--- src/rtl/edge_evt_pkg.sv ---
// Shared types and constants for the edge event arbiter.
package edge_evt_pkg;

  typedef enum logic {
    ST_IDLE    = 1'b0,
    ST_PRESENT = 1'b1
  } arb_state_t;

  localparam logic POL_P = 1'b1;
  localparam logic POL_N = 1'b0;

  localparam int TS_W = 16;

endpackage

--- src/rtl/edge_chan.sv ---
// One monitored channel: edge detection plus one-deep P/N pending slots.
// With EDGE_EVT_TIMESTAMP_EN each slot also keeps the time it was armed.
module edge_chan
  import edge_evt_pkg::*;
(
  input  logic            clk,
  input  logic            rst,
  input  logic            cin,
  input  logic            pos_en,
  input  logic            neg_en,
  input  logic            clr_p,
  input  logic            clr_n,
`ifdef EDGE_EVT_TIMESTAMP_EN
  input  logic [TS_W-1:0] tcnt,
  output logic [TS_W-1:0] ts_p,
  output logic [TS_W-1:0] ts_n,
`endif
  output logic            pend_p,
  output logic            pend_n,
  output logic            lost
);

  logic prev;
  logic primed;
  logic set_p;
  logic set_n;

  always_ff @(posedge clk) begin
    prev <= cin;
  end

  // No detection until prev holds a real sample taken after reset.
  assign set_p = primed & pos_en & cin & ~prev;
  assign set_n = primed & neg_en & ~cin & prev;

  // An edge landing on a slot that is being cleared re-arms it without loss.
  assign lost = (set_p & pend_p & ~clr_p) | (set_n & pend_n & ~clr_n);

  always_ff @(posedge clk or posedge rst) begin
    if (rst) begin
      primed <= 1'b0;
      pend_p <= 1'b0;
      pend_n <= 1'b0;
    end else begin
      primed <= 1'b1;
      pend_p <= set_p | (pend_p & ~clr_p);
      pend_n <= set_n | (pend_n & ~clr_n);
    end
  end

`ifdef EDGE_EVT_TIMESTAMP_EN
  // Overflowing edges keep the original arming time.
  always_ff @(posedge clk) begin
    if (set_p && (!pend_p || clr_p)) ts_p <= tcnt;
    if (set_n && (!pend_n || clr_n)) ts_n <= tcnt;
  end
`endif

endmodule

--- src/rtl/edge_event_arbiter.sv ---
// Round-robin arbiter presenting captured edge events over a valid/ready port.
// Define EDGE_EVT_TIMESTAMP_EN to add a free-running counter and evt_time.
module edge_event_arbiter
  import edge_evt_pkg::*;
#(
  parameter int NCH = 4
) (
  input  logic                    clk,
  input  logic                    rst,
  input  logic [NCH-1:0]          cin,
  input  logic [NCH-1:0]          pos_en,
  input  logic [NCH-1:0]          neg_en,
  output logic                    evt_valid,
  input  logic                    evt_ready,
  output logic [$clog2(NCH)-1:0]  evt_chan,
  output logic                    evt_pol,
`ifdef EDGE_EVT_TIMESTAMP_EN
  output logic [TS_W-1:0]         evt_time,
`endif
  output logic                    ovf,
  input  logic                    ovf_clr
);

  localparam int CW = $clog2(NCH);

  logic [NCH-1:0] pend_p;
  logic [NCH-1:0] pend_n;
  logic [NCH-1:0] lost;
  logic [NCH-1:0] clr_p;
  logic [NCH-1:0] clr_n;

  arb_state_t     state;
  arb_state_t     state_d;
  logic [CW-1:0]  rr_ptr;
  logic [CW-1:0]  cidx;
  logic [CW-1:0]  win_chan;
  logic           win_pol;
  logic           win_found;
  logic           win_hold;
  logic           load;
  logic           accept;

`ifdef EDGE_EVT_TIMESTAMP_EN
  logic [TS_W-1:0] tcnt;
  logic [TS_W-1:0] ts_p [NCH];
  logic [TS_W-1:0] ts_n [NCH];
`endif

  for (genvar g = 0; g < NCH; g++) begin : g_chan
    edge_chan u_chan (
      .clk    (clk),
      .rst    (rst),
      .cin    (cin[g]),
      .pos_en (pos_en[g]),
      .neg_en (neg_en[g]),
      .clr_p  (clr_p[g]),
      .clr_n  (clr_n[g]),
`ifdef EDGE_EVT_TIMESTAMP_EN
      .tcnt   (tcnt),
      .ts_p   (ts_p[g]),
      .ts_n   (ts_n[g]),
`endif
      .pend_p (pend_p[g]),
      .pend_n (pend_n[g]),
      .lost   (lost[g])
    );
  end

  // Search starts one past the last granted channel; P wins over N on a channel.
  always_comb begin
    win_found = 1'b0;
    win_chan  = '0;
    win_pol   = POL_P;
    win_hold  = 1'b0;
    cidx      = '0;
    for (int i = 1; i <= NCH; i++) begin
      cidx = CW'((int'(rr_ptr) + i) % NCH);
      if (!win_found && (pend_p[cidx] || pend_n[cidx])) begin
        win_found = 1'b1;
        win_chan  = cidx;
        win_pol   = pend_p[cidx] ? POL_P : POL_N;
        win_hold  = pend_p[cidx] & pend_n[cidx];
      end
    end
  end

  always_comb begin
    state_d = state;
    load    = 1'b0;
    accept  = 1'b0;
    case (state)
      ST_IDLE: begin
        if (win_found) begin
          state_d = ST_PRESENT;
          load    = 1'b1;
        end
      end
      ST_PRESENT: begin
        if (evt_ready) begin
          state_d = ST_IDLE;
          accept  = 1'b1;
        end
      end
      default: state_d = ST_IDLE;
    endcase
  end

  assign evt_valid = (state == ST_PRESENT);

  always_comb begin
    clr_p = '0;
    clr_n = '0;
    if (accept) begin
      if (evt_pol == POL_P) clr_p[evt_chan] = 1'b1;
      else                  clr_n[evt_chan] = 1'b1;
    end
  end

  // Pointer stays put while a channel still owes its N event after P.
  always_ff @(posedge clk or posedge rst) begin
    if (rst) begin
      state    <= ST_IDLE;
      rr_ptr   <= CW'(NCH - 1);
      evt_chan <= '0;
      evt_pol  <= POL_N;
      ovf      <= 1'b0;
    end else begin
      state <= state_d;
      if (load) begin
        evt_chan <= win_chan;
        evt_pol  <= win_pol;
        if (!win_hold) rr_ptr <= win_chan;
      end
      if (ovf_clr)    ovf <= 1'b0;
      else if (|lost) ovf <= 1'b1;
    end
  end

`ifdef EDGE_EVT_TIMESTAMP_EN
  always_ff @(posedge clk or posedge rst) begin
    if (rst) tcnt <= '0;
    else     tcnt <= tcnt + 1'b1;
  end

  always_ff @(posedge clk) begin
    if (load) evt_time <= (win_pol == POL_P) ? ts_p[win_chan] : ts_n[win_chan];
  end
`endif

endmodule

--- config.mk ---
export PLATFORM = sky130hd
export DESIGN_NAME = edge_event_arbiter
export DESIGN_NICKNAME = d
export VERILOG_FILES = /design/src/rtl/edge_evt_pkg.sv /design/src/rtl/edge_chan.sv /design/src/rtl/edge_event_arbiter.sv
export SDC_FILE = /design/constraint.sdc
export NUM_CORES = 1
export LEC_CHECK = 0
export CORE_ASPECT_RATIO = 1.4
export CORE_MARGIN = 1.5
export CORE_UTILIZATION = 45
export CTS_CLUSTER_SIZE = 25
export DETAILED_ROUTE_END_ITERATION = 6
export PLACE_DENSITY = 0.69
export SYNTH_ARGS = -nofsm -noshare
export SYNTH_HDL_FRONTEND = slang
export SYNTH_SLANG_ARGS = --single-unit
--- constraint.sdc ---
create_clock -name clk -period 4.9 [get_ports clk]
set_input_delay 0.49 -clock clk [delete_from_list [all_inputs] [get_ports clk]]
set_output_delay 0.49 -clock clk [all_outputs]
set_load 0.01 [all_outputs]
## After elaboration in Yosys (flattened, before gate mapping)

Index checks and enable logic that the tools add are counted.

| operators by class | value |
|---|---|
| $add $sub $neg | 4 |
| bitwise operators | 82 |
| muxes and demuxes | 50 |
| reduce and logical (&&, ||, !) cells | 14 |
| $lt $le $gt $ge | 6 |

Operator list:

| kind | count |
|---|---|
| 1-bit bitwise AND | 52 |
| 1-bit two-way mux | 32 |
| 1-bit inverter | 18 |
| 1-bit binary-select mux with 2-bit select | 8 |
| 4-bit two-way mux | 4 |
| 2-bit by 3-bit < comparator with 1-bit output, second input constant | 5 |
| 1-bit bitwise OR | 12 |
| 2-bit two-way mux | 4 |
| 2-bit by 1-bit adder with 2-bit output, second input constant | 2 |
| 2-bit adder, second input constant | 2 |
| 1-bit logical AND | 4 |
| 1-bit logical OR | 4 |
| 4-bit OR reduction | 1 |
| 1-bit logical NOT | 3 |
| 1-bit demux with 2-bit select | 1 |
| 2-bit by 1-bit greater-or-equal comparator with 1-bit output, second input constant | 1 |
| 1-bit case mux with 2 select lines | 1 |
| 2-bit AND reduction | 1 |
| 2-bit nonzero test | 1 |

| storage, ports and cells | value |
|---|---|
| input port bits | 16 |
| bits in registers | 20 |
| word-level logic and storage cells | 174 |
| output and inout bits | 5 |

## Logic depth before layout (Yosys ltp)

| logic depth | value |
|---|---|
| depth after elaboration | 17 |
| mapped depth | 7 |
| depth with buffers taken out | 6 |

## Cells and area by module

From an unflattened synthesis, not the netlist that was laid out.

| unflattened totals | value |
|---|---|
| cell total of the unflattened synthesis | 129 |
| area total of the unflattened synthesis | 1,317.5 sq um |

By module, submodules not included:

| module | cells an instance | seq. area each (sq um) | area each (sq um) | instances |
|---|---|---|---|---|
| edge_event_arbiter | 77 | 177.7 | 732.0 | 1 |
| edge_chan | 13 | 95.1 | 146.4 | 4 |

## Least setup slack after synthesis

Ideal clock, no wire load.

| timing path | value |
|---|---|
| path type | register to register |
| from | reg rr_ptr[0] |
| to | reg rr_ptr[0] |
| arrival time | 2.119 ns |
| stages on the path, launching flop included | 8 |
| library setup time | 0.082 ns |
| required time | 4.818 ns |
| path buffers | 1 |
| setup slack | 2.699 ns |
| period minus slack after synthesis | 2.201 ns |
| cells stage by stage | dfstp_2 -> mux4_2 -> or2_1 -> buf_6 -> nand3b_1 -> o211ai_2 -> a21bo_4 -> mux2_4 |

| between the ends | value |
|---|---|
| cells in the longest elaborated chain, start to end | 17 |
| elaborated cells between the ends (all ways) | 50 |
| classes of those cells | add/sub (4); mux (30); bitwise (5); reduce/logical (11) |

RTL lines:

| element | RTL line | source |
|---|---|---|
| start, declared | edge_event_arbiter.sv:34 | `logic [CW-1:0] rr_ptr;` |
| start signal, assigned | edge_event_arbiter.sv:123 | `rr_ptr <= CW'(NCH - 1);` |
| start signal, assigned | edge_event_arbiter.sv:132 | `if (!win_hold) rr_ptr <= win_chan;` |
| 2-bit by 1-bit adder with 2-bit output | edge_event_arbiter.sv:77 | `cidx = CW'((int'(rr_ptr) + i) % NCH);` |
| 1-bit binary-select mux with 2-bit select | edge_event_arbiter.sv:78, edge_event_arbiter.sv:82 |  |
| 1-bit two-way mux (not written as such) | edge_event_arbiter.sv:78, edge_event_arbiter.sv:82 |  |
| 1-bit logical OR | edge_event_arbiter.sv:78 | `if (!win_found && (pend_p[cidx] \|\| pend_n[cidx])) begin` |
| 1-bit two-way mux | edge_event_arbiter.sv:78 |  |
| 1-bit logical NOT | edge_event_arbiter.sv:78 |  |
| 1-bit logical AND | edge_event_arbiter.sv:78 |  |
| 1-bit two-way mux | edge_event_arbiter.sv:78 |  |
| 1-bit logical NOT | edge_event_arbiter.sv:78 |  |
| 1-bit logical AND | edge_event_arbiter.sv:78 |  |
| 1-bit two-way mux | edge_event_arbiter.sv:78 |  |
| 1-bit logical NOT | edge_event_arbiter.sv:78 |  |
| 1-bit logical AND | edge_event_arbiter.sv:78 |  |
| 1-bit two-way mux | edge_event_arbiter.sv:78 |  |
| 1-bit two-way mux | edge_event_arbiter.sv:93 | `if (win_found) begin` |
| 1-bit two-way mux | edge_event_arbiter.sv:91 | `case (state)` |
| 2-bit AND reduction (no line) | n/a |  |

Parallel ways exist; a longest one is shown, timed or not. The select of a mux whose other input is x is not followed.
A chain may end at the register's enable or synchronous reset.

## Worst setup path in the final report

| timing path | value |
|---|---|
| from | reg rr_ptr[0] |
| to | reg rr_ptr[1] |

The elaborated chain is that of the path after synthesis.

==> results_dict.tcl <==
set metrics [dict create \
    vias 992 \
    grt_max_degree 17 \
    pin_count 21 \
    grt_pass1_wl_um 4660 \
    syn_to_final_growth_pct 18.2 \
    r2r_slack_ns 2.45 \
    p_leak_uw 0.000593 \
    nFillCells 245 \
    finalNetCount 150 \
    fin_tns_setup_ns 0 \
    r2r-start "rr_ptr[0]$_DFFE_PP1P_" \
    cts_buffers 3 \
    fin_crit_sh_pct 50.1 \
    die-area_sq_um 3120 \
    cp_cell_sequence "mux4_2 > or2_1 > nand3b_1 > o211ai_2 > a21bo_4 > mux2_4" \
    hold_path_class "register to register" \
    holdBufCountCts 0 \
    worst_slew_pin_slew_ns 0.601 \
    layout-drive-gt1-share_pct 17.3 \
    worst_hold_slack_ns 0.498 \
    ff2ff_path_depth 6 \
    synth_edf_count 0 \
    setup_viol 0 \
    place.gp.congestion 0.887 \
    wl_per_cell_um 15.6 \
    fin_worst_skew_ns 0.00377 \
    num_antenna_cells 0 \
    avgViaCountPerCell 5.87 \
    hp-start "g_chan[0].u_chan.prev$_DFF_P_" \
    start_util_pct 47.6 \
    regArea_sq_um 483 \
    synth-seq-area-share_pct 38.4 \
    path_class "register to register" \
    syn_area_per_cell_sq_um 11.0 \
    cts.sinks 20 \
    drt_iter0_markers 30 \
    synthArstFlopShare_pct 80.0 \
    power_uw 1020 \
    die_h_um 65.5 \
    htree_levels 1 \
    drt-total-wl_um 2640 \
    multi_input_area_sq_um 721 \
    p_per_area_nw_per_um2 686 \
    core_area_sq_um 2640 \
    synth_cell_types 39 \
    cp_slowest_cell "dfstp_2" \
    hold_end "g_chan[0].u_chan.pend_n$_DFF_PP0_" \
    clock_path_buffers 2 \
    synth-seq-cells 20 \
    hpwl_um 2130 \
    grt_overflow 0 \
    drc 0 \
    die_w_um 47.7 \
    cts_tree "yes" \
    maxSlewViolCount 0 \
    synthFlopType "dfrtp_1" \
    grt_antenna_before_repair 0 \
    slew_headroom_pct 59.9 \
    crit_fanout 13 \
    fin_crit_ns 2.45 \
    post-cts-setup-buffers 0 \
    critPathMaxStageDelay_ns 0.73 \
    synth_fp_nets 130 \
    hold_depth 2 \
    vdd_drop_max_mv 0.333 \
    ant_nets 0 \
    endpoint_kind "register" \
    ctsResizeCount 0 \
    worstSkewPairLatency_ns 0.30 \
    final_util_pct 56.3 \
    portBuffers 20 \
    grt_pass1_vias 1019 \
    finalHoldViolCount 0 \
    synth_area_leaders "dfrtp_1, mux4_2, dfxtp_1, nand4b_1, mux2_4" \
    yosys.area.top_type "dfrtp_1" \
    grt_usage_pct 20.7 \
    yosys_warnings 0 \
    r2r-end "rr_ptr[1]$_DFFE_PP1P_" \
    drv_cap 0 \
    rows 22 \
    cp-start-kind "register" \
    cts_root_buffer "clkbuf_4" \
    synth_area_sq_um 1260 \
    required_ns 5.14 \
    outcome "finished, final reports clean" \
    fmax_mhz 408 \
    cp.arrival_ns 2.69 \
    synth_cells 114 \
    clkTransAtPathRegs_ns 0.11 \
    rsz0062_at_grt "false" \
    yosysTopAreaCellShare_pct 27.9 \
    drtPass1Iterations 4 \
]
==> worst max path at each step <==
stage                          startpoint                    end  slack [ns]  cells after the start
floorplan           rr_ptr[0]$_DFFE_PP1P_  rr_ptr[0]$_DFFE_PP1P_        2.70                      7
finish              rr_ptr[0]$_DFFE_PP1P_  rr_ptr[1]$_DFFE_PP1P_        2.45                      6
global placement    rr_ptr[0]$_DFFE_PP1P_  rr_ptr[1]$_DFFE_PP1P_        2.50                      6
CTS                 rr_ptr[0]$_DFFE_PP1P_  rr_ptr[1]$_DFFE_PP1P_        2.42                      6
global route        rr_ptr[0]$_DFFE_PP1P_  rr_ptr[1]$_DFFE_PP1P_        2.31                      6
detailed placement  rr_ptr[0]$_DFFE_PP1P_  rr_ptr[1]$_DFFE_PP1P_        2.44                      6
==> critical path: cells and delay by family, from the launching register on <==
family	cells	cell delay, ns
compound gates	2	0.23
mux	2	0.87
simple gates	2	0.56
flops	1	0.73
==> stage by stage <==
step / instance area (sq um) / cells / setup slack [ns]
2_1_floorplan: 1260 / 114 / 2.70
3_3_place_gp: 1460 / 165 / 2.50
3_5_place_dp: 1460 / 165 / 2.44
4_1_cts: 1490 / 169 / 2.42
5_1_grt: 1490 / 169 / 2.31
6_report: 1490 / 169 / 2.45
==> Yosys cell counts (all sizes together), types with 3 or more instances <==
cell type and number:
buf 4, nor3 4, a21oi 4, mux2 4, o21ai 3, dfxtp 4
nand4b 8, mux4 8, nand2 16, nor2 12, o22ai 3, o31ai 6
inv 3, dfrtp 14
==> routing by layer <==
metal | vias up | part of all wire (%) | global-route usage, % | wire length [um]
met5 | - | 0 | 0 | 0
met4 | 0 | 1.6 | 8.11 | 42
met3 | 4 | 2.5 | 2.75 | 66
met2 | 20 | 56 | 35.3 | 1490
met1 | 500 | 40 | 25.3 | 1050
li1 | 468 | - | - | -
==> report_power, final <==
group | internal (uW) | total, uW | switching (uW)
combinational | 311 | 584 | 273
sequential | 232 | 354 | 122
clock | 31.7 | 81.7 | 50.0
total | 575 | 1020 | 445
==> sequential cells by signal, indices dropped and copies added (netlist names) <==
| name | count |
|---|---|
| g_chan.u_chan.pend_n | 4 |
| evt_pol | 1 |
| evt_chan | 2 |
| g_chan.u_chan.prev | 4 |
| g_chan.u_chan.pend_p | 4 |
| evt_valid | 1 |
| rr_ptr | 2 |
| ovf | 1 |
| g_chan.u_chan.primed | 1 |
==> kinds of logic after synthesis <==
group | count (synthesis) | synth area share, %
xor gates and xnor gates | 1 | 0.697
and+or+nand+nor | 48 | 22.7
other | 1 | 0.298
buffers and inverters | 8 | 4.28
DFF | 20 | 38.4
AOI/OAI and AO/OA | 23 | 13.4
muxes | 13 | 20.2
==> cells in the final DEF, fill, tap and decap left out, types with 2 or more instances in the layout <==
master           instances
nor3_1                   3
nand4b_1                 8
nand3_1                  2
nand2_1                 15
mux2_4                   4
dfrtp_1                 14
a21oi_1                  4
nand3b_1                 2
nor2_1                   9
mux4_2                   7
clkbuf_4                 3
dfxtp_1                  4
inv_1                    3
o21ai_0                  2
o31ai_1                  6
o22ai_1                  3
clkdlybuf4s50_1         20
or2_1                    2
dfstp_2                  2
==> area by class of cell <==
class,instances,area share [%]
clock buffer,4,1.77
sequential,20,32.5
multi-input combinational,86,48.5
timing repair buffer,20,13.5
tap,36,3.03
inverter,3,0.758
Power figures use the tool's default switching activity.
